File: config.mk
export PLATFORM = sky130hd
export DESIGN_NAME = hazard_stall_ctrl_flat
export DESIGN_NICKNAME = d
export VERILOG_FILES = /design/src/rtl/hazard_stall_ctrl_if.sv /design/src/rtl/hazard_stall_ctrl.sv /design/src/flat_wrapper.sv
export SDC_FILE = /design/constraint.sdc
export NUM_CORES = 1
export LEC_CHECK = 0
export CAP_MARGIN = 5
export CORE_MARGIN = 2
export CORE_UTILIZATION = 47
export CTS_CLUSTER_DIAMETER = 80
export CTS_CLUSTER_SIZE = 24
export DETAILED_ROUTE_END_ITERATION = 6
export PLACE_DENSITY = 0.87
export SYNTH_ARGS = -nofsm -noshare
export SYNTH_HDL_FRONTEND = slang
export SYNTH_SLANG_ARGS = --single-unit
File: constraint.sdc
create_clock -name clk_i -period 2.4 [get_ports clk_i]
set_clock_uncertainty 0.05 [all_clocks]
set_input_delay 0.48 -clock clk_i [delete_from_list [all_inputs] [get_ports clk_i]]
set_output_delay 0.48 -clock clk_i [all_outputs]
set_load 0.01 [all_outputs]
File: src/rtl/hazard_stall_ctrl_if.sv
// -----------------------------------------------------------------------------
// hazard_stall_ctrl_if
//   Bundles the pipeline-side signals of the hazard/stall sequencer.
//   master : pipeline / test driver (drives hazard fields, start, mem ack)
//   slave  : hazard_stall_ctrl (drives write enables, bubble, flush, stall,
//            memory request, error flag and stall-cycle counter)
//   Signals:
//     start_i, IFID_Rs1_i/Rs2_i, IDEX_Rd_i, IDEX_MemRead_i, Branch_taken_i,
//     EXMEM_MemRead_i, EXMEM_MemWrite_i, mem_ack_i          -> to sequencer
//     PCWrite_o, IFIDWrite_o, NoOp_o, Flush_o, Stall_o, mem_req_o,
//     error_o, stall_cycles_o[CNT_W-1:0]                    <- from sequencer
// -----------------------------------------------------------------------------
interface hazard_stall_ctrl_if #(
   parameter int unsigned CNT_W = 16
);
   logic             start_i;
   logic [4:0]       IFID_Rs1_i;
   logic [4:0]       IFID_Rs2_i;
   logic [4:0]       IDEX_Rd_i;
   logic             IDEX_MemRead_i;
   logic             Branch_taken_i;
   logic             EXMEM_MemRead_i;
   logic             EXMEM_MemWrite_i;
   logic             mem_ack_i;
   logic             PCWrite_o;
   logic             IFIDWrite_o;
   logic             NoOp_o;
   logic             Flush_o;
   logic             Stall_o;
   logic             mem_req_o;
   logic             error_o;
   logic [CNT_W-1:0] stall_cycles_o;

   modport master (
      output start_i, IFID_Rs1_i, IFID_Rs2_i, IDEX_Rd_i, IDEX_MemRead_i,
             Branch_taken_i, EXMEM_MemRead_i, EXMEM_MemWrite_i, mem_ack_i,
      input  PCWrite_o, IFIDWrite_o, NoOp_o, Flush_o, Stall_o, mem_req_o,
             error_o, stall_cycles_o
   );

   modport slave (
      input  start_i, IFID_Rs1_i, IFID_Rs2_i, IDEX_Rd_i, IDEX_MemRead_i,
             Branch_taken_i, EXMEM_MemRead_i, EXMEM_MemWrite_i, mem_ack_i,
      output PCWrite_o, IFIDWrite_o, NoOp_o, Flush_o, Stall_o, mem_req_o,
             error_o, stall_cycles_o
   );
endinterface

File: src/rtl/hazard_stall_ctrl.sv
// -----------------------------------------------------------------------------
// hazard_stall_ctrl
//   Pipeline sequencer for the 5-stage RISC-V core. Produces PC / IF-ID write
//   enables, the bubble request (NoOp) to the main decoder, the IF/ID flush on
//   a taken beq, and a global freeze while data memory completes a multi-cycle
//   req/ack access. A memory access stuck longer than MEM_TIMEOUT cycles parks
//   the sequencer in a sticky error state that only reset clears.
//   Ports:
//     clk_i  : clock, rising edge
//     rst_i  : asynchronous reset, active low
//     bus    : hazard_stall_ctrl_if.slave (hazard fields in, controls out)
//   Parameters:
//     MEM_TIMEOUT : MEM_WAIT cycles without ack before ERROR
//     CNT_W       : width of the saturating stall-cycle counter
// -----------------------------------------------------------------------------
module hazard_stall_ctrl #(
   parameter int unsigned MEM_TIMEOUT = 64,
   parameter int unsigned CNT_W       = 16
) (
   input  logic                  clk_i,
   input  logic                  rst_i,
   hazard_stall_ctrl_if.slave    bus
);

   localparam int unsigned WCW = $clog2(MEM_TIMEOUT + 1);

   typedef enum logic [1:0] {
      S_OFF      = 2'd0,
      S_RUN      = 2'd1,
      S_MEM_WAIT = 2'd2,
      S_ERROR    = 2'd3
   } state_t;

   state_t           state_q, state_d;
   logic [WCW-1:0]   wait_cnt_q, wait_cnt_d;
   logic             done_q, done_d;
   logic [CNT_W-1:0] cnt_q, cnt_d;

   logic mem_access;
   logic pending;
   logic load_use;
   logic count_inc;
   logic pc_write, ifid_write, noop, flush, stall, mem_req;

   assign mem_access = bus.EXMEM_MemRead_i | bus.EXMEM_MemWrite_i;
   // done_q marks the instruction currently in MEM as already served, so the
   // advancing cycle after an ack does not issue a second request for it.
   assign pending    = mem_access & ~done_q;
   assign load_use   = bus.IDEX_MemRead_i && (bus.IDEX_Rd_i != 5'd0) &&
                       ((bus.IDEX_Rd_i == bus.IFID_Rs1_i) ||
                        (bus.IDEX_Rd_i == bus.IFID_Rs2_i));

   always_comb begin
      state_d    = state_q;
      wait_cnt_d = wait_cnt_q;
      done_d     = done_q;
      pc_write   = 1'b0;
      ifid_write = 1'b0;
      noop       = 1'b1;
      flush      = 1'b0;
      stall      = 1'b1;
      mem_req    = 1'b0;
      count_inc  = 1'b0;

      case (state_q)
         S_OFF: begin
            if (bus.start_i) begin
               state_d = S_RUN;
            end
         end

         S_RUN: begin
            done_d = 1'b0;
            if (pending) begin
               // Memory freeze outranks load-use and branch handling.
               mem_req    = 1'b1;
               noop       = 1'b0;
               count_inc  = 1'b1;
               state_d    = S_MEM_WAIT;
               wait_cnt_d = '0;
            end else if (load_use) begin
               // Bubble; any taken branch is ignored and re-resolved next cycle.
               stall     = 1'b0;
               count_inc = 1'b1;
            end else begin
               pc_write   = 1'b1;
               ifid_write = 1'b1;
               noop       = 1'b0;
               stall      = 1'b0;
               flush      = bus.Branch_taken_i;
            end
         end

         S_MEM_WAIT: begin
            noop       = 1'b0;
            count_inc  = 1'b1;
            wait_cnt_d = wait_cnt_q + WCW'(1);
            if (bus.mem_ack_i) begin
               state_d = S_RUN;
               done_d  = 1'b1;
            end else if (wait_cnt_q == WCW'(MEM_TIMEOUT - 1)) begin
               state_d = S_ERROR;
            end
         end

         S_ERROR: begin
            state_d = S_ERROR;
         end

         default: begin
            state_d = S_OFF;
         end
      endcase
   end

   always_comb begin
      cnt_d = cnt_q;
      if (count_inc && (cnt_q != '1)) begin
         cnt_d = cnt_q + CNT_W'(1);
      end
   end

   always_ff @(posedge clk_i or negedge rst_i) begin
      if (!rst_i) begin
         state_q    <= S_OFF;
         wait_cnt_q <= '0;
         done_q     <= 1'b0;
         cnt_q      <= '0;
      end else begin
         state_q    <= state_d;
         wait_cnt_q <= wait_cnt_d;
         done_q     <= done_d;
         cnt_q      <= cnt_d;
      end
   end

   assign bus.PCWrite_o      = pc_write;
   assign bus.IFIDWrite_o    = ifid_write;
   assign bus.NoOp_o         = noop;
   assign bus.Flush_o        = flush;
   assign bus.Stall_o        = stall;
   assign bus.mem_req_o      = mem_req;
   assign bus.error_o        = (state_q == S_ERROR);
   assign bus.stall_cycles_o = cnt_q;

endmodule

File: src/flat_wrapper.sv
// flat-port wrapper written by rule: the top's interface ports become plain ports
module hazard_stall_ctrl_flat 
#(
   parameter int unsigned MEM_TIMEOUT = 64,
   parameter int unsigned CNT_W       = 16
)
  (clk_i, rst_i, bus_start_i, bus_IFID_Rs1_i, bus_IFID_Rs2_i, bus_IDEX_Rd_i, bus_IDEX_MemRead_i, bus_Branch_taken_i, bus_EXMEM_MemRead_i, bus_EXMEM_MemWrite_i, bus_mem_ack_i, bus_PCWrite_o, bus_IFIDWrite_o, bus_NoOp_o, bus_Flush_o, bus_Stall_o, bus_mem_req_o, bus_error_o, bus_stall_cycles_o);
  hazard_stall_ctrl_if #(.CNT_W(CNT_W)) bus_i ();
  input  logic clk_i;
  input  logic rst_i;
  input wire logic [$bits(bus_i.start_i)-1:0] bus_start_i;
  input wire logic [$bits(bus_i.IFID_Rs1_i)-1:0] bus_IFID_Rs1_i;
  input wire logic [$bits(bus_i.IFID_Rs2_i)-1:0] bus_IFID_Rs2_i;
  input wire logic [$bits(bus_i.IDEX_Rd_i)-1:0] bus_IDEX_Rd_i;
  input wire logic [$bits(bus_i.IDEX_MemRead_i)-1:0] bus_IDEX_MemRead_i;
  input wire logic [$bits(bus_i.Branch_taken_i)-1:0] bus_Branch_taken_i;
  input wire logic [$bits(bus_i.EXMEM_MemRead_i)-1:0] bus_EXMEM_MemRead_i;
  input wire logic [$bits(bus_i.EXMEM_MemWrite_i)-1:0] bus_EXMEM_MemWrite_i;
  input wire logic [$bits(bus_i.mem_ack_i)-1:0] bus_mem_ack_i;
  output wire logic [$bits(bus_i.PCWrite_o)-1:0] bus_PCWrite_o;
  output wire logic [$bits(bus_i.IFIDWrite_o)-1:0] bus_IFIDWrite_o;
  output wire logic [$bits(bus_i.NoOp_o)-1:0] bus_NoOp_o;
  output wire logic [$bits(bus_i.Flush_o)-1:0] bus_Flush_o;
  output wire logic [$bits(bus_i.Stall_o)-1:0] bus_Stall_o;
  output wire logic [$bits(bus_i.mem_req_o)-1:0] bus_mem_req_o;
  output wire logic [$bits(bus_i.error_o)-1:0] bus_error_o;
  output wire logic [$bits(bus_i.stall_cycles_o)-1:0] bus_stall_cycles_o;
  assign bus_i.start_i = bus_start_i;
  assign bus_i.IFID_Rs1_i = bus_IFID_Rs1_i;
  assign bus_i.IFID_Rs2_i = bus_IFID_Rs2_i;
  assign bus_i.IDEX_Rd_i = bus_IDEX_Rd_i;
  assign bus_i.IDEX_MemRead_i = bus_IDEX_MemRead_i;
  assign bus_i.Branch_taken_i = bus_Branch_taken_i;
  assign bus_i.EXMEM_MemRead_i = bus_EXMEM_MemRead_i;
  assign bus_i.EXMEM_MemWrite_i = bus_EXMEM_MemWrite_i;
  assign bus_i.mem_ack_i = bus_mem_ack_i;
  assign bus_PCWrite_o = bus_i.PCWrite_o;
  assign bus_IFIDWrite_o = bus_i.IFIDWrite_o;
  assign bus_NoOp_o = bus_i.NoOp_o;
  assign bus_Flush_o = bus_i.Flush_o;
  assign bus_Stall_o = bus_i.Stall_o;
  assign bus_mem_req_o = bus_i.mem_req_o;
  assign bus_error_o = bus_i.error_o;
  assign bus_stall_cycles_o = bus_i.stall_cycles_o;
  hazard_stall_ctrl #(.MEM_TIMEOUT(MEM_TIMEOUT), .CNT_W(CNT_W)) u_core (.clk_i(clk_i), .rst_i(rst_i), .bus(bus_i));
endmodule
==> results.json, run 1 <==
{
  "synth_area_leaders": "dfrtp_1 (41%), xor2_1 (9.5%), xnor2_1 (6.7%), ha_1 (5.6%), nor2_1 (4.1%)",
  "antenna_cells": 0,
  "multiInputGateArea_um2": 933.4,
  "root_buffer": "clkbuf_4",
  "synth-edff-count": 0,
  "rsz0062_at_grt": "false",
  "setup_violations": 0,
  "syn_area_um2": 1572,
  "placed_area_um2": 2140,
  "register_area_um2": 650.6,
  "arrival_ns": 1.79,
  "overflow": 0,
  "critPathTopFamily": "simple AND/OR/NAND/NOR gates",
  "cts_tree": "yes",
  "grtUsageTotal_pct": 22.52,
  "cp-start-kind": "input port",
  "drive_above_1_share_pct": 22.22,
  "crit_type": "input port to output pin",
  "ant_nets": 0,
  "die_w_um": 61.83,
  "cts_max_level": 1,
  "status": "completed",
  "syn_avg_cell_area_um2": 10.20,
  "area_delta_synth_final_pct": 42.75,
  "wirelength_mm": 4.036,
  "cts.path.max_buffers": 2,
  "fin_nets": 247,
  "hpwl_mm": 2.880,
  "synth_top_area_share_pct": 41.40,
  "grt_pass1_wl_mm": 6.361,
  "core_um2": 3128,
  "drv_cap": 0,
  "synth_nets": 184,
  "cts.reportedPaths.clkPinSlew_ns": 0.15,
  "async_reset_ff_share_pct": 100.0,
  "drtPass1Iterations": 4,
  "leakage_nw": 1.049,
  "numPortBuffers": 45,
  "ys_warn_count": 0,
  "routabilityCongestion": 0.8521,
  "cts_buffers": 3,
  "hp-class": "input port to async pin",
  "crit_slowest_cell": "or4_4",
  "yosys.cell_types.count": 37,
  "cp_max_fo": 3,
  "synth_ff_type": "dfrtp_1",
  "clock.fmax_mhz": 430.1,
  "cp.required_ns": 1.87,
  "finalCritPeriodShare_pct": 96.87,
  "cp_cell_sequence": "buf_2, or4_4, o21ai_4, buf_4, buf_4, o32ai_2, buf_2",
  "initial_core_util_pct": 50.24,
  "final_util_pct": 71.72,
  "power_density_nw_per_um2": 385.9,
  "tightestPinTransition_ns": 0.5172,
  "vias": 1368,
  "die-area_um2": 3822,
  "grt_pass1_vias": 1379,
  "fillerInstances": 223,
  "crit_buf_inv": 4,
  "report.final.slew_viol_count": 0,
  "fin_area_um2": 2243,
  "vias_per_cell": 5.262,
  "cts_sinks": 26,
  "rows": 20,
  "min_period_ns": 2.325,
  "syn-instance-count": 154,
  "synth_seq_cells": 26,
  "vdd_drop_max_mv": 0.2622,
  "drc": 0,
  "grt_max_degree": 27,
  "hold_violations": 0,
  "worst_slew_margin_rel_pct": 65.26,
  "yosys.area.top_type": "dfrtp_1",
  "synth.most_common_cell": "dfrtp_1",
  "slowest_delay_ns": 0.56,
  "first_iter_violations": 49,
  "wl_per_cell_um": 15.52,
  "worstSkewPairLatency_ns": 0.32,
  "critPathCaptureType": "output pin",
  "die_h_um": 61.83,
  "synth-seq-area-share_pct": 41.40,
  "io_pins": 46,
  "hold_buffers": 0,
  "synthTopCellsByCount": "dfrtp_1 (26), nor2_1 (17), xor2_1 (17), xnor2_1 (12), nand2_1 (11)",
  "antenna_found_initial": 0
}
registers in the layout (all words and copies together), names as in the netlist:
signal and count:
u_core.bus.stall_cycles_o 16, u_core.wait_cnt_q 7, u_core.done_q 1, u_core.state_q 2
routing by layer:
metal / part of all wire [%] / routed length [um] / vias to the layer above / track usage, %
li1: - / - / 658 / -
met1: 42 / 1686 / 672 / 25.07
met2: 54 / 2165 / 34 / 44.51
met3: 3.2 / 130 / 4 / 4.348
met4: 1.3 / 53 / 0 / 3.647
met5: 0 / 0 / - / 0
layout make-up:
cell class                 instances  area share (%)
timing repair buffer              60           23.76
tap                               44           2.454
sequential                        26           29.00
multi-input combinational        121           41.61
clock inverter                     1           1.339
inverter                           5          0.8366
clock buffer                       3           1.004
power by group:
group | switching [mW] | leakage, nW | total [mW] | internal (mW)
Clock | 0.140 | 0.0279 | 0.308 | 0.169
Sequential | 0.00668 | 0.345 | 0.451 | 0.444
Combinational | 0.0490 | 0.676 | 0.107 | 0.0578
Total | 0.195 | 1.05 | 0.866 | 0.671
path summary, 6_finish.rpt:
check                                                           from                                        end  slack (ns)  cells past startpoint
max                                                 bus_IDEX_Rd_i[2]                                 bus_NoOp_o        0.08                      7
min                                                            rst_i              u_core.state_q[0]$_DFFE_PN0P_        0.45                      2
max reg2reg                            u_core.state_q[0]$_DFFE_PN0P_   u_core.bus.stall_cycles_o[6]$_DFFE_PN0P_        0.12                      8
min reg2reg                u_core.bus.stall_cycles_o[15]$_DFFE_PN0P_  u_core.bus.stall_cycles_o[15]$_DFFE_PN0P_        0.46                      1
max in group asynchronous                                      rst_i   u_core.bus.stall_cycles_o[5]$_DFFE_PN0P_        1.59                      2
min in group clk_i         u_core.bus.stall_cycles_o[15]$_DFFE_PN0P_  u_core.bus.stall_cycles_o[15]$_DFFE_PN0P_        0.46                      1
cell usage in the layout (no fill, tap or decap), drive strengths merged, types with 2 or more instances in the layout:
| master | instances |
|---|---|
| dfrtp | 26 |
| dlymetal6s2s | 7 |
| buf | 21 |
| nand3 | 6 |
| o31ai | 2 |
| xnor2 | 12 |
| clkbuf | 5 |
| dlygate4sd2 | 6 |
| or3 | 2 |
| nor4 | 2 |
| and3 | 2 |
| inv | 5 |
| nand4b | 2 |
| a21oi | 2 |
| xor2 | 17 |
| nand2b | 4 |
| nand4 | 8 |
| nor3 | 7 |
| o21ai | 7 |
| ha | 7 |
| nor2 | 17 |
| clkdlybuf4s50 | 24 |
| nand2 | 11 |
what timing repair did:
action,in CTS,in global routing
setup buffers,3,2
pin swaps,12,11
gates resized for setup,36,17
setup endpoints to repair,6,5
cells by family (layout without fill, tap and decap cells):
| group | after synthesis | count (layout) | synth area share [%] |
|---|---|---|---|
| AO/OA/AOI/OAI | 18 | 18 | 9.873 |
| XOR/XNOR | 29 | 29 | 16.16 |
| adder cells (fa/ha/maj) | 7 | 7 | 5.573 |
| buffers and inverters | 7 | 69 | 1.990 |
| flip-flops | 26 | 26 | 41.40 |
| multiplexers | 1 | 1 | 0.9551 |
| AND/OR/NAND/NOR | 66 | 66 | 24.05 |
metrics by stage:
stage	hold WS (ns)	setup slack, ns	cells	setup TNS [ns]	total power [mW]
after floorplan	0.1344	0.2029	154	0	0.4883
after global placement	0.4344	-0.5604	251	-3.820	0.5602
after detailed placement	0.4411	-0.6565	251	-5.486	0.5644
after CTS	0.4642	-0.008067	258	-0.008067	0.8648
after global routing	0.4757	0.04104	260	0	0.8959
final	0.4534	0.07513	260	0	0.8658
No activity file was read; power rests on OpenSTA's default activity.
==> run 2: changes to the inputs <==
SKIP_CTS_REPAIR_TIMING = 1   (was unset)
==> results.json, run 2 (synthesis gave the netlist of run 1 again) <==
{
  "cp_cell_sequence": "dlymetal6s2s_1, buf_4, xor2_2, nor3_2, a22oi_2, buf_4, o32ai_2, buf_2",
  "worst_slew_margin_rel_pct": 65.13,
  "violations": "negative setup slack",
  "antenna_cells": 0,
  "cts_buffers": 3,
  "area_delta_synth_final_pct": 46.97,
  "hold_violations": 0,
  "tightestPinTransition_ns": 0.5190,
  "die_w_um": 61.83,
  "root_buffer": "clkbuf_4",
  "overflow": 0,
  "grtUsageTotal_pct": 21.64,
  "grt_max_degree": 27,
  "cts_sinks": 26,
  "placed_area_um2": 2140,
  "drive_above_1_share_pct": 19.53,
  "wirelength_mm": 4.253,
  "final_cells": 259,
  "cts.reportedPaths.clkPinSlew_ns": 0.16,
  "cts_tree": "yes",
  "power_mw": 0.8796,
  "grt_pass1_vias": 1372,
  "drtPass1Iterations": 4,
  "drv_cap": 0,
  "crit_type": "input port to output pin",
  "vias": 1389,
  "layout_common_cells": "clkdlybuf4s50_1 (26), dfrtp_1 (26), dlymetal6s2s_1 (17)",
  "hpwl_mm": 2.880,
  "initial_core_util_pct": 50.24,
  "io_pins": 46,
  "holdWs_ns": 0.4387,
  "grt_pass1_wl_mm": 6.120,
  "cp-start-kind": "input port",
  "core_um2": 3128,
  "worstSkewPairLatency_ns": 0.33,
  "setup_violations": 1,
  "drc": 0,
  "power_density_nw_per_um2": 380.8,
  "arrival_ns": 1.89,
  "antenna_found_initial": 0,
  "r2r_start": "u_core.state_q[0]$_DFFE_PN0P_",
  "ant_nets": 0,
  "report.final.slew_viol_count": 0,
  "crit_path_frequent_cell": "buf_4",
  "die_h_um": 61.83,
  "rsz0062_at_grt": "true",
  "cp_max_fo": 2,
  "cp.required_ns": 1.87,
  "vias_per_cell": 5.363,
  "min_period_ns": 2.417,
  "status": "finished with violations",
  "r2r_slack_ns": 0.10,
  "numPortBuffers": 45,
  "largest_reg_flops": 16,
  "fin_ws_ns": -0.01650,
  "routabilityCongestion": 0.8521,
  "rr_worst_depth": 7,
  "hp-class": "input port to async pin",
  "leakage_nw": 1.148,
  "die-area_um2": 3822,
  "dp.cells": 251,
  "vdd_drop_max_mv": 0.2721,
  "pre_cts_ws_ns": -0.6565,
  "reg2reg_to": "u_core.bus.stall_cycles_o[10]$_DFFE_PN0P_",
  "cts_max_level": 1,
  "cts.path.max_buffers": 2,
  "finalCritPeriodShare_pct": 100.7,
  "rows": 20,
  "wl_per_cell_um": 16.42,
  "fin_nets": 246,
  "crit_slowest_cell": "nor3_2",
  "fin_area_um2": 2310,
  "slowest_delay_ns": 0.22,
  "clock.fmax_mhz": 413.8,
  "critPathCaptureType": "output pin",
  "first_iter_violations": 43
}
## run 2: layout make-up
class                      count  area [um^2]
timing repair buffer          59        591.8
inverter                       5        18.77
clock inverter                 1        30.03
multi-input combinational    121        940.9
sequential                    26        650.6
clock buffer                   3        22.52
tap                           44        55.05
fill                         208        818.3
## run 2: power breakdown
group | internal, mW | switching (mW) | total [mW]
Clock | 0.169 | 0.145 | 0.314
Combinational | 0.0639 | 0.0506 | 0.114
Sequential | 0.444 | 0.00686 | 0.451
## run 2: critical path, delay by kind of cell
family,cells,cell delay [ns]
AOI/OAI and AO/OA,2,0.35
and+or+nand+nor,1,0.22
xor gates and xnor gates,1,0.17
buffers and inverters,4,0.66
## run 2: metal layers
layer | up-vias | share of wire, % | track usage [%]
met3 | 6 | 3.2 | 3.727
met5 | - | 0 | 0
li1 | 658 | - | -
met2 | 36 | 55 | 41.50
met1 | 689 | 40 | 25.30
met4 | 0 | 1.8 | 3.951
## run 2: how the worst max path moves through the flow
| stage | startpoint | to | slack [ns] | depth (start not counted) |
|---|---|---|---|---|
| after floorplan | bus_IDEX_Rd_i[0] | bus_Flush_o | 0.20 | 5 |
| after global placement | bus_IDEX_Rd_i[0] | bus_Flush_o | -0.56 | 7 |
| after detailed placement | bus_IDEX_Rd_i[0] | bus_Flush_o | -0.66 | 7 |
| after CTS | bus_IDEX_Rd_i[0] | bus_Flush_o | -0.68 | 7 |
| after global routing | bus_IFID_Rs1_i[1] | bus_Flush_o | -0.07 | 8 |
| final | bus_IDEX_Rd_i[3] | bus_NoOp_o | -0.02 | 8 |
## run 2: per-stage QoR
stage	setup TNS, ns	util [%]
3_3_place_gp	-3.820	68.40
4_1_cts	-2.651	70.08
3_5_place_dp	-5.486	68.40
6_report	-0.01650	73.84
5_1_grt	-0.1230	73.84
2_1_floorplan	0	-
==> run 3: changes to the inputs <==
RECOVER_POWER = 50   (was unset)
==> results.json, run 3 (synthesis gave the netlist of run 1 again) <==
{
  "status": "finished with violations",
  "violations": "negative setup slack",
  "critPathCaptureType": "output pin",
  "cts.reportedPaths.clkPinSlew_ns": 0.15,
  "slowest_delay_ns": 0.22,
  "die_w_um": 61.83,
  "io_pins": 46,
  "final_cells": 259,
  "wirelength_mm": 4.255,
  "routabilityCongestion": 0.8521,
  "crit_path_frequent_cell": "buf_4",
  "cp_cell_sequence": "dlymetal6s2s_1, buf_4, xor2_2, nor3_2, a22oi_2, buf_4, o32ai_2, buf_2",
  "antenna_found_initial": 0,
  "crit_slowest_cell": "o32ai_2",
  "cp.required_ns": 1.87,
  "p_comb_share_pct": 12.8,
  "drc": 0,
  "switchingPower_mw": 0.2035,
  "cp_max_fo": 2,
  "numPortBuffers": 45,
  "grt_pass1_wl_mm": 6.120,
  "hold_violations": 0,
  "vias_per_cell": 5.390,
  "rsz0062_at_grt": "true",
  "cts_sinks": 26,
  "crit_type": "input port to output pin",
  "ant_nets": 0,
  "drive_above_1_share_pct": 18.60,
  "die-area_um2": 3822,
  "tightestPinTransition_ns": 1.384,
  "antenna_cells": 0,
  "clkPwrFrac_pct": 35.9,
  "setup_violations": 1,
  "hp-class": "register to register",
  "grt_max_degree": 27,
  "arrival_ns": 1.88,
  "drtPass1Iterations": 4,
  "placed_area_um2": 2140,
  "p_seq_share_pct": 51.3,
  "r2r_start": "u_core.state_q[0]$_DFFE_PN0P_",
  "cts_tree": "yes",
  "initial_core_util_pct": 50.24,
  "fin_area_um2": 2302,
  "root_buffer": "clkbuf_4",
  "grtUsageTotal_pct": 21.64,
  "dp.cells": 251,
  "area_delta_synth_final_pct": 46.50,
  "p_int_mw": 0.6750,
  "wl_per_cell_um": 16.43,
  "overflow": 0,
  "die_h_um": 61.83,
  "drv_cap": 0,
  "finalCritPeriodShare_pct": 100.6,
  "cp-start-kind": "input port",
  "rows": 20,
  "fin_ws_ns": -0.01439,
  "vdd_drop_max_mv": 0.2729,
  "worst_slew_margin_rel_pct": 7.765,
  "cts_buffers": 3,
  "vias": 1396,
  "holdWs_ns": 0.4525,
  "swShare_pct": 23.16,
  "cts.path.max_buffers": 2,
  "final_common_cell": "dfrtp_1",
  "min_from": "u_core.bus.stall_cycles_o[15]$_DFFE_PN0P_",
  "grt_pass1_vias": 1372,
  "clock.fmax_mhz": 414.2,
  "core_um2": 3128,
  "layout_common_cells": "dfrtp_1 (26), clkdlybuf4s50_1 (21), dlymetal6s2s_1 (17)",
  "power_density_nw_per_um2": 381.6,
  "report.final.slew_viol_count": 0,
  "first_iter_violations": 44,
  "min_period_ns": 2.414,
  "leakage_nw": 1.148,
  "cp-startpoint": "bus_IDEX_Rd_i[3]",
  "worstSkewPairLatency_ns": 0.33,
  "power_mw": 0.8785,
  "cts_max_level": 1,
  "largest_reg_flops": 16,
  "hpwl_mm": 2.880,
  "fin_nets": 246
}
run 3: changes by cell type in the layout (fill, tap and decap cells not counted), sizes merged:
cell,before,now
dlygate4sd3,0,5
clkbuf,4,6
clkdlybuf4s50,26,21
buf,15,13
run 3: per-stage QoR:
step | util (%) | setup WS [ns] | setup TNS (ns)
2_1_floorplan | - | 0.2029 | 0
3_3_place_gp | 68.40 | -0.5604 | -3.820
3_5_place_dp | 68.40 | -0.6565 | -5.486
4_1_cts | 70.08 | -0.6830 | -2.651
5_1_grt | 73.60 | -0.06720 | -0.1232
6_report | 73.60 | -0.01439 | -0.01439
run 3: worst max-delay path: cells and delay by family:
family,cells,cell delay [ns]
XOR/XNOR,1,0.17
AND/OR/NAND/NOR,1,0.21
buffers and inverters,4,0.66
AO/OA/AOI/OAI,2,0.35
run 3: worst paths after layout:
| path | to | slack [ns] | cells after the start |
|---|---|---|---|
| max | bus_NoOp_o | -0.01 | 8 |
| min | u_core.bus.stall_cycles_o[15]$_DFFE_PN0P_ | 0.45 | 1 |
| max reg2reg | u_core.bus.stall_cycles_o[10]$_DFFE_PN0P_ | 0.10 | 7 |
| min reg2reg | u_core.bus.stall_cycles_o[15]$_DFFE_PN0P_ | 0.45 | 1 |
| max in group asynchronous | u_core.bus.stall_cycles_o[12]$_DFFE_PN0P_ | 0.58 | 2 |
| min in group asynchronous | u_core.state_q[0]$_DFFE_PN0P_ | 0.91 | 2 |
run 3: cell type report:
cell class                      count  area, um^2
Timing Repair Buffer               59       584.3
Tap cell                           44       55.05
Fill cell                         212       825.8
Clock buffer                        3       22.52
Multi-Input combinational cell    121       940.9
Sequential cell                    26       650.6
Inverter                            5       18.77
Clock inverter                      1       30.03
run 3: power by group through the flow:
stage	sequential (mW)	clock, mW	combinational (mW)
after CTS	0.450	0.308	0.108
after global placement	0.458	0	0.102
final	0.451	0.315	0.113
after global routing	0.451	0.332	0.120
after floorplan	0.459	0	0.0290
after detailed placement	0.458	0	0.106
run 3: metal layers:
layer  wire length (um)  track usage [%]
met5                  0                0
met4                 75            3.951
met3                158            3.727
met2               2325            41.50
met1               1695            25.30
